===== config.mk =====
export PLATFORM = sky130hd
export DESIGN_NAME = feature_vector_reader
export DESIGN_NICKNAME = d
export VERILOG_FILES = /design/src/rtl/feature_pkg.sv /design/src/rtl/feature_capture_buffer.sv /design/src/rtl/feature_vector_reader.sv
export SDC_FILE = /design/constraint.sdc
export NUM_CORES = 1
export LEC_CHECK = 0
export ABC_AREA = 1
export CAP_MARGIN = 20
export CORE_MARGIN = 4
export CORE_UTILIZATION = 47
export DETAILED_ROUTE_END_ITERATION = 16
export HOLD_SLACK_MARGIN = 0.08
export PLACE_DENSITY_LB_ADDON = 0.25
export SYNTH_ARGS = -nofsm -noshare
export SYNTH_HDL_FRONTEND = slang
export SYNTH_SLANG_ARGS = --single-unit

===== constraint.sdc =====
create_clock -name clk_100 -period 36 [get_ports clk_100]
set_clock_uncertainty 0.05 [all_clocks]
set_input_delay 3.6 -clock clk_100 [delete_from_list [all_inputs] [get_ports clk_100]]
set_output_delay 3.6 -clock clk_100 [all_outputs]
set_load 0.01 [all_outputs]

===== src/rtl/feature_pkg.sv =====
// rtl/feature_pkg.sv - shared sizes, feature stream order and reader FSM states
package feature_pkg;

  localparam int N_FEAT     = 17;
  localparam int DATA_W     = 32;
  localparam int FEAT_IDX_W = $clog2(N_FEAT);

  // Stream order of the feature words; value is the beat index on m_index.
  typedef enum logic [FEAT_IDX_W-1:0] {
    LPB_7    = 5'd0,
    LPB_14   = 5'd1,
    LPB_19   = 5'd2,
    LPB_25   = 5'd3,
    LPB_32   = 5'd4,
    LPB_38   = 5'd5,
    LPB_43   = 5'd6,
    LPB_125  = 5'd7,
    LPB_128  = 5'd8,
    LPB_132  = 5'd9,
    LPB_136  = 5'd10,
    LPB_137  = 5'd11,
    LPB_156  = 5'd12,
    LPB_161  = 5'd13,
    A_BIN198 = 5'd14,
    A_BIN199 = 5'd15,
    B_BIN208 = 5'd16
  } feat_idx_t;

  typedef enum logic [1:0] {
    ST_IDLE,
    ST_START,
    ST_WAIT,
    ST_STREAM
  } reader_state_t;

endpackage


===== src/rtl/feature_capture_buffer.sv =====
// rtl/feature_capture_buffer.sv - snapshot register array with sync clear, parallel load, indexed read
module feature_capture_buffer
  import feature_pkg::*;
#(
  parameter int N     = N_FEAT,
  parameter int W     = DATA_W,
  parameter int IDX_W = $clog2(N)
) (
  input  logic             clk,
  input  logic             clear,
  input  logic             load,
  input  logic [N*W-1:0]   load_data,
  input  logic [IDX_W-1:0] rd_idx,
  output logic [W-1:0]     rd_data
);

  logic [W-1:0] mem_q [N];
  logic [W-1:0] mem_d [N];

  always_comb begin
    for (int i = 0; i < N; i++) begin
      mem_d[i] = mem_q[i];
      if (clear) begin
        mem_d[i] = '0;
      end else if (load) begin
        mem_d[i] = load_data[i*W +: W];
      end
    end
  end

  always_ff @(posedge clk) begin
    for (int i = 0; i < N; i++) begin
      mem_q[i] <= mem_d[i];
    end
  end

  // Look-ahead reads one past the last word; those return zero.
  always_comb begin
    rd_data = '0;
    if (int'(rd_idx) < N) begin
      rd_data = mem_q[rd_idx];
    end
  end

endmodule


===== src/rtl/feature_vector_reader.sv =====
// rtl/feature_vector_reader.sv - starts the extractor, waits with timeout, streams the captured vector
module feature_vector_reader
  import feature_pkg::*;
#(
  parameter int START_CYC   = 1,
  parameter int TIMEOUT_CYC = 1_000_000
) (
  input  logic                     clk_100,
  input  logic                     reset,
  input  logic                     run,
  output logic                     busy,
  output logic                     feature_start,
  input  logic                     done_features,
  input  logic [N_FEAT*DATA_W-1:0] feat_bus,
  output logic                     m_valid,
  input  logic                     m_ready,
  output logic [DATA_W-1:0]        m_data,
  output logic [FEAT_IDX_W-1:0]    m_index,
  output logic                     m_last,
  output logic                     error_timeout
);

  localparam int START_W = (START_CYC > 1) ? $clog2(START_CYC) : 1;
  localparam int WAIT_W  = $clog2(TIMEOUT_CYC);
  localparam logic [START_W-1:0]    START_LAST = START_W'(START_CYC - 1);
  localparam logic [WAIT_W-1:0]     WAIT_LAST  = WAIT_W'(TIMEOUT_CYC - 1);
  localparam logic [FEAT_IDX_W-1:0] IDX_LAST   = FEAT_IDX_W'(N_FEAT - 1);

  reader_state_t         state_q, state_d;
  logic [START_W-1:0]    start_cnt_q, start_cnt_d;
  logic [WAIT_W-1:0]     wait_cnt_q, wait_cnt_d;
  logic                  busy_q, busy_d;
  logic                  fstart_q, fstart_d;
  logic                  m_valid_q, m_valid_d;
  logic [DATA_W-1:0]     m_data_q, m_data_d;
  logic [FEAT_IDX_W-1:0] m_index_q, m_index_d;
  logic                  m_last_q, m_last_d;
  logic                  err_q, err_d;
  logic                  buf_load;
  logic [FEAT_IDX_W-1:0] rd_idx;
  logic [DATA_W-1:0]     rd_data;

  assign rd_idx = m_index_q + FEAT_IDX_W'(1);

  feature_capture_buffer #(
    .N     (N_FEAT),
    .W     (DATA_W),
    .IDX_W (FEAT_IDX_W)
  ) u_buf (
    .clk       (clk_100),
    .clear     (reset),
    .load      (buf_load),
    .load_data (feat_bus),
    .rd_idx    (rd_idx),
    .rd_data   (rd_data)
  );

  always_comb begin
    state_d     = state_q;
    start_cnt_d = start_cnt_q;
    wait_cnt_d  = wait_cnt_q;
    fstart_d    = fstart_q;
    m_valid_d   = m_valid_q;
    m_data_d    = m_data_q;
    m_index_d   = m_index_q;
    m_last_d    = m_last_q;
    err_d       = 1'b0;
    buf_load    = 1'b0;
    case (state_q)
      ST_IDLE: begin
        if (run) begin
          state_d     = ST_START;
          start_cnt_d = '0;
          fstart_d    = 1'b1;
        end
      end
      ST_START: begin
        if (start_cnt_q == START_LAST) begin
          state_d    = ST_WAIT;
          fstart_d   = 1'b0;
          wait_cnt_d = '0;
        end else begin
          start_cnt_d = start_cnt_q + START_W'(1);
        end
      end
      ST_WAIT: begin
        // done is checked first so it wins over a coincident timeout
        if (done_features) begin
          buf_load  = 1'b1;
          state_d   = ST_STREAM;
          m_valid_d = 1'b1;
          m_index_d = '0;
          m_data_d  = feat_bus[DATA_W-1:0];
          m_last_d  = (IDX_LAST == '0);
        end else if (wait_cnt_q == WAIT_LAST) begin
          err_d   = 1'b1;
          state_d = ST_IDLE;
        end else begin
          wait_cnt_d = wait_cnt_q + WAIT_W'(1);
        end
      end
      ST_STREAM: begin
        if (m_ready) begin
          if (m_last_q) begin
            state_d   = ST_IDLE;
            m_valid_d = 1'b0;
            m_last_d  = 1'b0;
            m_index_d = '0;
            m_data_d  = '0;
          end else begin
            m_index_d = rd_idx;
            m_data_d  = rd_data;
            m_last_d  = (rd_idx == IDX_LAST);
          end
        end
      end
      default: state_d = ST_IDLE;
    endcase
    busy_d = (state_d != ST_IDLE);
  end

  always_ff @(posedge clk_100) begin
    if (reset) begin
      state_q     <= ST_IDLE;
      start_cnt_q <= '0;
      wait_cnt_q  <= '0;
      busy_q      <= 1'b0;
      fstart_q    <= 1'b0;
      m_valid_q   <= 1'b0;
      m_data_q    <= '0;
      m_index_q   <= '0;
      m_last_q    <= 1'b0;
      err_q       <= 1'b0;
    end else begin
      state_q     <= state_d;
      start_cnt_q <= start_cnt_d;
      wait_cnt_q  <= wait_cnt_d;
      busy_q      <= busy_d;
      fstart_q    <= fstart_d;
      m_valid_q   <= m_valid_d;
      m_data_q    <= m_data_d;
      m_index_q   <= m_index_d;
      m_last_q    <= m_last_d;
      err_q       <= err_d;
    end
  end

  assign busy          = busy_q;
  assign feature_start = fstart_q;
  assign m_valid       = m_valid_q;
  assign m_data        = m_data_q;
  assign m_index       = m_index_q;
  assign m_last        = m_last_q;
  assign error_timeout = err_q;

endmodule


After elaboration in Yosys (flattened, before gate mapping)
Memories as Yosys holds them, arrays and structs flattened.
Index checks and enable logic that the tools add are counted.
{"block": "classes", "muxes": 71, "n_eq_ne": 13, "n_reduce_logical": 11, "multipliers": 0, "n_div": 0, "bitwise": 1, "n_shift": 0, "order_cmp": 1, "addsub": 3}
{"cell": "$mux 32", "count": 38}
{"cell": "$pmux 32 s2", "count": 1}
{"cell": "$mux 20", "count": 3}
{"cell": "$pmux 20 s2", "count": 1}
{"cell": "$add 20x1->20 const B", "count": 1}
{"cell": "$eq 20x20->1 const B", "count": 1}
{"cell": "$ne 2x2->1 const B", "count": 8}
{"cell": "$mux 5", "count": 3}
{"cell": "$mux 1", "count": 13}
{"cell": "$mux 2", "count": 6}
{"cell": "$pmux 5 s2", "count": 1}
{"cell": "$pmux 1 s2", "count": 4}
{"cell": "$pmux 2 s4", "count": 1}
{"cell": "$reduce_and 4->1", "count": 2}
{"cell": "$reduce_bool 2->1", "count": 4}
{"cell": "$reduce_and 3->1", "count": 2}
{"cell": "$add 5x1->5 const B", "count": 1}
{"cell": "$eq 5x5->1 const B", "count": 1}
{"cell": "$lt 5x5->1 const B", "count": 1}
{"cell": "$eq 2x2->1 const B", "count": 2}
{"cell": "$reduce_or 3->1", "count": 1}
{"cell": "$eq 2x1->1 const B", "count": 1}
{"cell": "$logic_not 2->1", "count": 1}
{"cell": "$reduce_and 2->1", "count": 1}
{"cell": "other kinds (2)", "count": 2}
{"block": "word_totals", "romBits": 0, "regBits": 65, "memories": 1, "ramBits": 544, "latch_bits": 0, "out_inout_bits": 42}
{"name": "u_buf.mem_q", "depth": 17, "width": 32, "rd": 1, "rd_ports_with_merged_regs": 0, "write_ports": 17, "line_no": "feature_capture_buffer.sv:17", "rtl": "logic [W-1:0] mem_q [N];"}

Logic depth before layout (Yosys ltp)
Gate-level depths: netlist of the first run.
{"block": "logic_depth", "ltp_word": 6, "depth_mapped": 13}

By module
A second synthesis of the first run with hierarchy kept.
{"block": "hier_totals", "cells_unflattened": 3893, "hier_area_um2": 30905.9}
{"module": "feature_capture_buffer", "n_inst": 1, "cells_per_inst": 3444, "seq_area_each_um2": 16335.7, "area_each_um2": 27786.6}
{"module": "feature_vector_reader", "n_inst": 1, "cells_per_inst": 449, "seq_area_each_um2": 1281.2, "area_each_um2": 3119.2}

Worst setup path after synthesis of the first run
OpenSTA, ideal clock, no wires.
{"block": "synth_timing", "path_kind": "input to register", "from": "in reset", "to": "mem u_buf.mem_q[0][0] (netlist bit) (enable)", "setup_ns": 3.877, "t_required_ns": 32.073, "cell_stages": 3, "setup_slack_ns": 19.266, "t_arrival_ns": 12.807, "path_cell_list": "inv_1 > clkbuf_1 > nand2_1"}
{"item": "start: declaration", "line_no": "feature_vector_reader.sv:9", "rtl": "input logic reset,"}
{"item": "end: declaration", "line_no": "feature_capture_buffer.sv:17"}

==> results of run 1 <==
## cell usage in the layout (no fill, tap or decap), drive strengths merged
cell and count:
a211oi 1, a21oi 89, and2 2, buf 26
bufinv 2, clkbuf 98, clkdlybuf4s50 589, clkinv 21
clkinvlp 1, dfxtp 64, diode 12, edfxtp 544
ha 3, inv 573, nand2 712, nand3 470
nand3b 1, nand4 5, nor2 672, nor3 3
nor4 2, o21ai 36, o21bai 1, xnor2 1
xor2 9
## per-layer routing
metal  vias to the layer above  share of wire  track usage  wire (um)
met5                         -        0.00070            0         67
met4                        10          0.042        0.121       3990
met3                       160          0.089       0.0605       8520
met2                      1093           0.48        0.463      46200
met1                     11100           0.38        0.358      36600
li1                      11600              -            -          -
## final cells by class
type	instances	area (um2)
antenna	12	30.0
clock buffer	98	1900
clock inverter	26	209
fill	5187	23200
inverter	571	2160
multi-input combinational	2007	8530
sequential	608	17600
tap	782	978
timing repair buffer	615	6180
## stage by stage
step / instance area, um2 / utilization / setup WS, ps / cells
after floorplan: 29100 / - / 19270 / 3381
after global placement: 35400 / 0.582 / 27040 / 4581
after detailed placement: 35400 / 0.583 / 27010 / 4582
after CTS: 37500 / 0.617 / 27660 / 4706
after global routing: 37600 / 0.618 / 27430 / 4716
final: 37600 / 0.618 / 27760 / 4719
## worst max path at each step
stage | end | slack (ps) | cells after the start
3_3_place_gp | u_buf.mem_q[10][31] | 27040 | 6
3_5_place_dp | u_buf.mem_q[8][21] | 27010 | 6
6_report | u_buf.mem_q[11][28] | 27760 | 7
4_1_cts | u_buf.mem_q[10][27] | 27660 | 6
2_1_floorplan | u_buf.mem_q[0][0] | 19270 | 3
5_1_grt | u_buf.mem_q[10][28] | 27430 | 7
## report_power, final
group          internal [mW]  total, mW  switching (mW)
registers              0.848      0.867          0.0188
clock network          0.383      0.665           0.282
logic                 0.0960      0.216           0.120
## critical path, stage by stage
cell and delay, ps:
sky130_fd_sc_hd__buf_8 510, sky130_fd_sc_hd__inv_1 520, sky130_fd_sc_hd__buf_16 300, sky130_fd_sc_hd__nand2_4 510, sky130_fd_sc_hd__buf_4 910, sky130_fd_sc_hd__buf_4 880
sky130_fd_sc_hd__buf_4 930
## logic make-up after synthesis
logic type | after synthesis
simple gates | 1867
buf+inv | 766
flops | 608
compound gates | 127
xor+xnor | 10
fa+ha+maj | 3
## state kept, by name, indices dropped and copies added (netlist names)
signal and flops:
busy 1, error_timeout 1, feature_start 1, m_data 32, m_index 5, m_last 1, m_valid 1, state_q 2
u_buf.mem_q 544, wait_cnt_q 20
## cell usage after synthesis (all sizes together)
cell type / count / area [um2]
nand2: 712 / 2700
nor2: 672 / 2530
inv: 571 / 2140
edfxtp: 544 / 16300
nand3: 470 / 2360
clkbuf: 114 / 428
a21oi: 89 / 494
buf: 81 / 388
dfxtp: 64 / 1280
o21ai: 36 / 180
xor2: 9 / 78.8
nand4: 5 / 31.3
ha: 3 / 37.5
nor3: 3 / 26.3
and2: 2 / 12.5
nor4: 2 / 12.5
a211oi: 1 / 7.51
nand3b: 1 / 7.51
o21bai: 1 / 7.51
xnor2: 1 / 8.76
==> impl_results.md, run 1 <==
- Status: finished, final reports clean
- Startpoint of the worst hold path: feature_start
- Via count of the first global-routing pass: 22700
- Global Route Usage Sum: 0.280
- Die width: 257 um
- Beginning of the critical path: reset
- Routed wire length: 95300 um
- First-pass detailed-route iteration total: 6
- Peak clock frequency supported by timing: 121 MHz
- Post-synthesis adder-cell area fraction: 0.00129
- Worst-case register-to-register setup slack: 31170 ps
- TritonCTS clock tree: yes
- Number of hold violations in the final report: 0
- Endpoint type of the worst setup path: flip-flop
- Power density cells: 46.5 nW/um2
- Slew at the pin with the worst max-slew slack: 1090 ps
- Number of hold-repair buffers added at the cts stage: 0
- Post-CTS Setup Bufs: 0
- Worst supply voltage drop on vdd: 30.4 uV
- Synthesized area per cell: 8.60 um2
- Hold Path Sink: feature_start
- Synth warnings: 0
- CTS-repair resized insts: 0
- Residual DRC: 0
- Avg WL per Cell: 20.2 um
- Post-Syn Nets: 3933
- Maximum number of buffers from clock root to sink: 3
- Count of unique library cells instantiated by Yosys: 30
- Cts bufs inserted: 68
- Die area: 65900 um2
- Effective utilization at floorplan: 0.478
- Type of the worst min-delay path: flip-flop to flip-flop
- Initial antenna violation count: 20
- Combinational family with the most area after synthesis: simple AND/OR/NAND/NOR gates
- Placed wire-length estimate after detailed placement: 66900 um
- Final period demand of the worst path: 8240 ps
- Share of cell area taken by muxes after synthesis: 0
- Number of max-cap violations: 0
- Number of nets still failing antenna checks after routing: 0
- Number of DRC violations after detailed-routing iteration 0: 2477
- Core ar.: 60800 um2
- Detailed-route vias per instance: 5.08
- Die span in y: 257 um
- Ratio of cells with drive above 1 in the final layout: 0.0382
- Number of top-level pins: 591
- Root Driver: sky130_fd_sc_hd__clkbuf_16
- Final weighted congestion in routability-driven placement: 0.895
- Sum of overflow across all layers after global routing: 0
- Highest net fanout along the worst path: 110
- Type of element launching the critical path: input pin
- Smallest hold slack: 421 ps
- Standard-cell row count: 90
- Number of cell instances on the worst register-to-register path: 7
- Vias: 24000
- Final number of setup-violating endpoints: 0
- Terminus of the critical flop-to-flop path: u_buf.mem_q[11][28]
- Simple-Gate Fraction of Synth Area: 0.264
- Relative max-transition margin: 0.272
- RR Startpoint: state_q[1]
- Gate Count Post-Synth: 3381
- Worst-path clk slew: 60 ps
- Synth Area in XOR/XNOR: 0.00301
- Area of the mapped netlist: 29100 um2
- Port buffer count: 590
- Signed area change from the synthesized netlist to the final layout: 29.3%
- Share of synthesized area occupied by flip-flops and latches: 0.606
- Pin count of the biggest net entering global routing: 222
- Post-Route Setup TNS: 0 ps
- Number of storage elements in the synthesis netlist: 608
- Count of H-tree levels built during CTS: 3
- Compound-cell area share of the yosys netlist: 0.0237
- Leakage Power: 16.4 nW
- Signal arrival time at the worst endpoint: 8400 ps
- Clock Latency Late Sink: 610 ps
- Final max-slew violation count: 0
- Worst path required time: 36160 ps
- Global-route wire length before repair: 139000 um
- Final worst-path cycle share: 0.229
- Sink count of the clock tree: 608
- Cell depth of the worst hold path: 2
- RSZ-0062 raised after global routing: no
- Total design power: 1.75 mW
- Final nets: 4423
- Crit Path Category: input pin to flip-flop
Power figures use the tool's default switching activity.
==> inputs of run 2 (changes only) <==
clock period = 6.7 ns   (was 36 ns; I/O delays follow)
==> impl_results.md, run 2 (synthesized netlist as in run 1, its figures left out) <==
- Worst path required time: 7120 ps
- Most frequent standard cell in the layout excluding fill and tap cells: sky130_fd_sc_hd__nand2_1
- Peak clock frequency supported by timing: 257 MHz
- Global-route wire length before repair: 145000 um
- Final weighted congestion in routability-driven placement: 0.951
- Signed area change from the synthesized netlist to the final layout: 29.7%
- Via count of the first global-routing pass: 23500
- Maximum number of buffers from clock root to sink: 3
- Count of placed standard cells including taps: 4583
- Effective utilization at floorplan: 0.478
- Number of hold-repair buffers added at the cts stage: 0
- First-pass detailed-route iteration total: 6
- Root Driver: sky130_fd_sc_hd__clkbuf_16
- Routed wire length: 99700 um
- Power share of the combinational group: 0.122
- Number of nets still failing antenna checks after routing: 0
- Count of filler cells inserted in the layout: 5197
- Final max-slew violation count: 0
- Sum of overflow across all layers after global routing: 0
- Worst-path clk slew: 60 ps
- Number of max-cap violations: 0
- Sink count of the clock tree: 608
- Post-Route Setup TNS: 0 ps
- Type of element launching the critical path: flip-flop
- Die width: 257 um
- Die span in y: 257 um
- TritonCTS clock tree: yes
- Placed wire-length estimate after detailed placement: 71400 um
- Initial antenna violation count: 14
- Hold Path Sink: m_valid
- Final period demand of the worst path: 3890 ps
- Die area: 65900 um2
- Clock Latency Late Sink: 610 ps
- RR Startpoint: m_index[0]
- Highest net fanout along the worst path: 174
- Count of H-tree levels built during CTS: 3
- Signal arrival time at the worst endpoint: 4310 ps
- CTS-repair resized insts: 0
- Vias: 24500
- RSZ-0062 raised after global routing: no
- Startpoint of the worst hold path: m_valid
- Total length of routed met2 wires: 48100 um
- Storage cell area: 17600 um2
- Relative max-transition margin: 0.257
- Endpoint type of the worst setup path: flip-flop
- Post-CTS Setup Bufs: 0
- Portion of total power attributed to the clock network: 0.387
- Final worst-path cycle share: 0.581
- Final std cells w/o fill: 4711
- Leakage Power: 16.5 nW
- Port buffer count: 590
- Residual DRC: 0
- Ratio of cells with drive above 1 in the final layout: 0.0393
- Type of the worst min-delay path: flip-flop to flip-flop
- Fraction of power spent switching nets: 0.243
- Slew at the pin with the worst max-slew slack: 1110 ps
- Top metal layer carrying routed signals: met5
- Largest register by flop count: u_buf.mem_q
- Final nets: 4424
- Switching Power: 2.33 mW
- P_int: 7.25 mW
- Number of cell instances on the worst register-to-register path: 11
- Met1 Wirelength: 39200 um
- Number of hold violations in the final report: 0
- Area occupied by multi-input gates: 8540 um2
- Status: finished, final reports clean
- Core ar.: 60800 um2
- Wire length on met3: 7840 um
- Number of top-level pins: 591
- Standard-cell row count: 90
- Post-layout utilization of the core: 0.620
- Pin count of the biggest net entering global routing: 230
- Max FFs per register: 544
- Crit Path Category: flip-flop to flip-flop
- Number of DRC violations after detailed-routing iteration 0: 2813
- Global Route Usage Sum: 0.293
- Share of total power in sequential cells: 0.491
- Cts bufs inserted: 68
- Smallest hold slack: 437 ps
- Power density cells: 254 nW/um2
- Worst supply voltage drop on vdd: 175 uV
- Final number of setup-violating endpoints: 0
- Terminus of the critical flop-to-flop path: m_data[15]
- Worst-case register-to-register setup slack: 2810 ps
- Cell depth of the worst hold path: 2
- Commonest non-fill, non-tap cells in the layout: sky130_fd_sc_hd__nand2_1, sky130_fd_sc_hd__nor2_1, sky130_fd_sc_hd__clkdlybuf4s50_1, sky130_fd_sc_hd__inv_1, sky130_fd_sc_hd__edfxtp_1
- Avg WL per Cell: 21.2 um
- Detailed-route vias per instance: 5.19
run 2: changes by cell type in the layout (fill, tap and decap cells not counted), sizes merged:
cell and delta:
clkinvlp +4, buf +1, diode -1, clkinv -1
clkbuf -17, inv +1, bufinv +5
run 2: cell type report:
type                    count  area share
multi-input cells        2007       0.226
clock buffers              81      0.0473
well taps                 782      0.0260
diodes                     11    0.000730
clock inverters            35      0.0104
inverters                 571      0.0572
repair buffers            616       0.165
flip-flops and latches    608       0.467
run 2: layer usage:
layer,global-route usage,vias to the layer above
met4,0.125,6
met5,0,-
li1,-,11600
met3,0.0511,190
met1,0.381,11400
met2,0.487,1211
run 2: through the flow:
step                      power [mW]  setup slack (ps)  cell area [um2]
after floorplan                 5.30              1530            29100
after global placement          5.92              2910            35500
after detailed placement        5.94              2840            35500
after CTS                       9.61              2900            37700
after global routing            9.89              2530            37700
final                           9.58              2810            37700
run 2: power groups by stage:
stage / clock, mW / sequential [mW] / combinational [mW]
after global placement: 0 / 4.77 / 1.16
after CTS: 3.74 / 4.70 / 1.17
after global routing: 3.89 / 4.72 / 1.28
after detailed placement: 0 / 4.77 / 1.17
final: 3.71 / 4.70 / 1.17
after floorplan: 0 / 4.77 / 0.526
run 2: how the worst max path moves through the flow:
stage                     startpoint           endpoint  slack [ps]
after floorplan                reset  u_buf.mem_q[0][0]        1530
after global placement    m_index[0]         m_data[21]        2910
after detailed placement       reset  u_buf.mem_q[7][9]        2840
after CTS                 m_index[0]         m_data[20]        2900
after global routing      m_index[0]          m_data[8]        2530
final                     m_index[0]         m_data[15]        2810
run 2: worst max-delay path, stage by stage (launching register included):
cell and delay [ps]:
sky130_fd_sc_hd__dfxtp_4 490, sky130_fd_sc_hd__buf_12 270, sky130_fd_sc_hd__inv_8 760, sky130_fd_sc_hd__buf_4 670, sky130_fd_sc_hd__nor2_1 80, sky130_fd_sc_hd__nand3_1 100, sky130_fd_sc_hd__nand2_1 70, sky130_fd_sc_hd__nand2_1 380
sky130_fd_sc_hd__buf_4 350, sky130_fd_sc_hd__nor2_1 70, sky130_fd_sc_hd__nand2_1 90, sky130_fd_sc_hd__a21oi_1 70
